<file path="src/rtl/axis_burst_arbiter.sv">
// Round-robin arbiter sharing one AXI-Stream slave among num_req masters.
// Each grant covers one fixed burst of trans_lenth beats, preceded by a one-cycle en pulse.
module axis_burst_arbiter #(
    parameter int data_width  = 32,
    parameter int trans_width = 4,
    parameter int trans_lenth = 2**trans_width,
    parameter int num_req     = 4,
    parameter int req_width   = $clog2(num_req)
) (
    input  logic                          clk,
    input  logic                          rst,
    input  logic [num_req*data_width-1:0] s_data,
    input  logic [num_req-1:0]            s_valid,
    output logic [num_req-1:0]            s_ready,
    output logic [data_width-1:0]         m_data,
    output logic                          m_valid,
    input  logic                          m_ready,
    output logic                          en,
    output logic [num_req-1:0]            grant,
    output logic                          busy,
    output logic                          burst_done
);

    typedef enum logic [1:0] {IDLE, EN, XFER} state_t;

    state_t                 state, state_nxt;
    logic [req_width-1:0]   ptr;
    logic [req_width-1:0]   g_idx;
    logic [req_width-1:0]   arb_idx;
    logic                   arb_hit;
    logic [trans_width-1:0] beat_cnt;
    logic                   beat;
    logic                   last_beat;

    // Rotating search starting just after the last owner.
    always_comb begin
        logic [req_width-1:0] cand;
        // NOTE: every combinational output gets a default first so no path leaves it unassigned (no latch).
        arb_hit = 1'b0;
        arb_idx = '0;
        cand    = '0;
        for (int i = 1; i <= num_req; i++) begin
            cand = req_width'((int'(ptr) + i) % num_req);
            if (!arb_hit && s_valid[cand]) begin
                arb_hit = 1'b1;
                arb_idx = cand;
            end
        end
    end

    assign beat      = (state == XFER) && s_valid[g_idx] && m_ready;
    assign last_beat = beat && (beat_cnt == trans_width'(trans_lenth - 1));

    always_ff @(posedge clk or negedge rst) begin
        if (!rst) begin
            state <= IDLE;
        end else begin
            // NOTE: sequential state uses non-blocking assignments so all registers update together at the edge.
            state <= state_nxt;
        end
    end

    always_comb begin
        state_nxt = state;
        m_data    = '0;
        m_valid   = 1'b0;
        s_ready   = '0;
        case (state)
            IDLE: if (arb_hit) state_nxt = EN;
            EN:   state_nxt = XFER;
            XFER: begin
                for (int i = 0; i < num_req; i++) begin
                    if (g_idx == req_width'(i)) m_data = s_data[i*data_width +: data_width];
                end
                m_valid        = s_valid[g_idx];
                s_ready[g_idx] = m_ready;
                if (last_beat) state_nxt = IDLE;
            end
            default: state_nxt = IDLE;
        endcase
    end

    assign en   = (state == EN);
    assign busy = (state != IDLE);

    always_ff @(posedge clk or negedge rst) begin
        if (!rst) begin
            grant      <= '0;
            g_idx      <= '0;
            ptr        <= req_width'(num_req - 1);
            beat_cnt   <= '0;
            burst_done <= 1'b0;
        end else begin
            burst_done <= 1'b0;
            if (state == IDLE && arb_hit) begin
                grant <= num_req'(1) << arb_idx;
                g_idx <= arb_idx;
            end
            if (beat) begin
                if (last_beat) begin
                    beat_cnt   <= '0;
                    ptr        <= g_idx;
                    grant      <= '0;
                    burst_done <= 1'b1;
                end else begin
                    beat_cnt <= beat_cnt + 1'b1;
                end
            end
        end
    end

endmodule
</file>
<file path="config.mk">
export PLATFORM = sky130hd
export DESIGN_NAME = axis_burst_arbiter
export DESIGN_NICKNAME = d
export VERILOG_FILES = /design/src/rtl/axis_burst_arbiter.sv
export SDC_FILE = /design/constraint.sdc
export NUM_CORES = 1
export LEC_CHECK = 0
export CORE_MARGIN = 2
export CORE_UTILIZATION = 32
export CTS_BUF_LIST = sky130_fd_sc_hd__clkbuf_16
export DETAILED_ROUTE_END_ITERATION = 10
export GPL_ROUTABILITY_DRIVEN = 0
export MAX_ROUTING_LAYER = met4
export PLACE_DENSITY_LB_ADDON = 0.05
export SYNTH_ARGS = -nofsm -noshare
export SYNTH_HDL_FRONTEND = slang
export SYNTH_SLANG_ARGS = --single-unit
</file>
<file path="constraint.sdc">
create_clock -name clk -period 3.75 [get_ports clk]
set_input_delay 0.9375 -clock clk [delete_from_list [all_inputs] [get_ports clk]]
set_output_delay 0.9375 -clock clk [all_outputs]
set_load 0.1 [all_outputs]
</file>
==> results.json <==
{
  "status": "finished, final reports clean",
  "worstPathArrival_ns": 2.40,
  "path_class": "primary input to output port",
  "yosysWarnings": 0,
  "finalSetupViolations": 0,
  "firstDrtPassIters": 4,
  "hold_depth": 1,
  "grt-ovfl-total": 0,
  "clk_latency_ns": 0.24,
  "period_minus_slack_ns": 3.34,
  "fp-row-count": 27,
  "holdBufCountCts": 0,
  "period_share_pct": 88.9,
  "clk_path_buf_depth": 2,
  "hpwl_microns": 6670,
  "fillers": 369,
  "synth_edf_count": 0,
  "globalRouteTotalUtil_pct": 25.9,
  "maxSlewViolCount": 0,
  "ctsResizeCount": 0,
  "wire_per_inst_microns": 20.0,
  "ys_ff_latch": 15,
  "io_buffers": 178,
  "worstSetupStartpointType": "primary input",
  "die_y_microns": 78.8,
  "cts_setup_buffers": 0,
  "syn-num-nets": 289,
  "rrSetupSlack_ns": 1.64,
  "drive_above_1_share_pct": 27.7,
  "grt_max_degree": 27,
  "ant_nets": 0,
  "p_leak_nw": 1.54,
  "antenna_cells": 0,
  "slew_headroom_pct": 34.8,
  "ys_seq_area_share_pct": 21.1,
  "drc_errors": 0,
  "ys_types": 36,
  "mostFrequentLayoutCell": "clkdlybuf4s50_1",
  "min_to": "beat_cnt[3]$_DFFE_PN0N_",
  "p_total_mw": 3.62,
  "p_per_area_mw_per_mm2": 886,
  "wl_met3_microns": 735,
  "grt_pass1_vias": 2052,
  "clock-sinks": 15,
  "wl_met1_microns": 2980,
  "io_pins": 179,
  "rsz0062_at_grt": "no",
  "cts_buffers": 3,
  "syn_area_sq_mm": 0.00179,
  "die_w_microns": 78.8,
  "finalHoldViolCount": 0,
  "peakVddDrop_uv": 947,
  "htreeDepth": 1,
  "vias": 2059,
  "synth_top_flop_cell": "dfrtp_1",
  "r2r-end": "ptr[0]$_DFFE_PN1P_",
  "mostFrequentLayoutCells": "139 x clkdlybuf4s50_1, 39 x buf_12, 33 x mux4_2, 33 x and2_1, 12 x dfrtp_1",
  "clk_pin_slew_ns": 0.05,
  "start_util_pct": 32.9,
  "min_from": "beat_cnt[3]$_DFFE_PN0N_",
  "endpoint_kind": "output port",
  "syn_area_per_cell_sq_um": 11.7,
  "tightest_slew_ns": 0.975,
  "grt_pass1_wl_microns": 11900,
  "drt_wl_total_microns": 7960,
  "max_cap_violations": 0,
  "r2r_cells": 4,
  "r2r_start": "g_idx[0]$_DFFE_PN0N_",
  "design.die.area_sq_mm": 0.00621,
  "fin_nets": 462,
  "cts_root_buffer": "clkbuf_16",
  "detail_route.iter0.violations": 80,
  "syn2layout_area_growth_pct": 128,
  "coreArea_sq_mm": 0.00544,
  "utilization_pct": 75.2,
  "fmax_ghz": 0.300,
  "routed_via_density": 5.19,
  "skew_ns": 0.000986,
  "antenna_found_initial": 0,
  "top_layer": "met4",
  "dr_wl_met2_microns": 4170,
  "crit_fanout": 6,
  "synthCells": 153,
  "crit_required_ns": 2.81,
  "cts_tree": "built",
  "min_path_type": "register to register",
  "synthArstFlopShare_pct": 100
}
## layer usage
metal | GRT usage [%] | vias up
met2 | 44.1 | 94
met5 | - | -
li1 | - | 940
met3 | 5.80 | 12
met1 | 31.9 | 1013
met4 | 5.44 | 0
## worst max-delay path, stage by stage
cell             delay [ns]
clkdlybuf4s50_1        0.51
mux4_2                 0.56
and2_1                 0.21
buf_12                 0.17
## registers in the layout, summed over array words and instances, names as in the netlist
signal	cells
beat_cnt	4
grant	4
ptr	2
state	2
g_idx	2
burst_done	1
## synth_stat cells (2+ instances only)
| cell | instances | area, sq um |
|---|---|---|
| dfstp_2 | 2 | 52.6 |
| mux4_2 | 33 | 743 |
| clkbuf_1 | 6 | 22.5 |
| nor2b_1 | 3 | 18.8 |
| dfrtp_1 | 13 | 325 |
| mux2_4 | 2 | 30.0 |
| nand2_1 | 11 | 41.3 |
| and2_1 | 33 | 206 |
| buf_2 | 4 | 20.0 |
| nand4_1 | 2 | 12.5 |
| o21ai_0 | 5 | 25.0 |
| o32ai_1 | 4 | 35.0 |
| nor2_1 | 2 | 7.51 |
| nor3_1 | 4 | 20.0 |
| buf_6 | 2 | 22.5 |
| a21oi_1 | 3 | 15.0 |
| nand2b_1 | 2 | 12.5 |
| inv_1 | 4 | 15.0 |
## worst max-delay path by stage
stage | from | slack (ns) | to | depth (start not counted)
floorplan | m_ready | -0.20 | s_ready[1] | 2
global placement | s_valid[1] | 0.44 | m_valid | 4
detailed placement | s_valid[1] | 0.42 | m_valid | 4
CTS | s_valid[3] | 0.42 | m_valid | 4
global route | g_idx[0]$_DFFE_PN0N_ | 0.37 | m_data[28] | 4
finish | s_valid[3] | 0.41 | m_valid | 4
## cell families (layout without fill, tap and decap cells)
| group | Yosys count | count (layout) | share of synthesized area (%) |
|---|---|---|---|
| AO/OA/AOI/OAI | 19 | 19 | 7.97 |
| XOR/XNOR | 2 | 2 | 0.979 |
| adder cells (fa/ha/maj) | 1 | 1 | 0.699 |
| buffers and inverters | 18 | 190 | 5.10 |
| flip-flops | 15 | 15 | 21.1 |
| multiplexers | 37 | 37 | 44.4 |
| AND/OR/NAND/NOR | 61 | 61 | 19.7 |
## stage by stage
stage	setup slack [ns]	hold slack [ns]	std cells	setup TNS (ns)	area (sq um)
after floorplan	-0.205	0.445	153	-0.819	1790
after global placement	0.444	0.465	393	0	4010
after detailed placement	0.422	0.491	393	0	4010
after CTS	0.418	0.502	397	0	4090
after global routing	0.367	0.521	397	0	4090
final	0.415	0.495	397	0	4090
## cell type report
cell class                 count  area (sq um)  area share [%]
tap                           72          90.1            2.20
clock buffer                   3          75.1            1.84
multi-input combinational    120          1320            32.4
clock inverter                 1          3.75          0.0918
timing repair buffer         182          2200            53.9
sequential                    15           379            9.27
inverter                       4          15.0           0.367
## power breakdown
part / total (mW) / internal, mW / leakage [nW] / switching [mW]
Clock: 0.201 / 0.141 / 0.0423 / 0.0606
Sequential: 0.371 / 0.229 / 0.183 / 0.142
Combinational: 3.05 / 1.22 / 1.31 / 1.83
No activity file was read; power rests on OpenSTA's default activity.
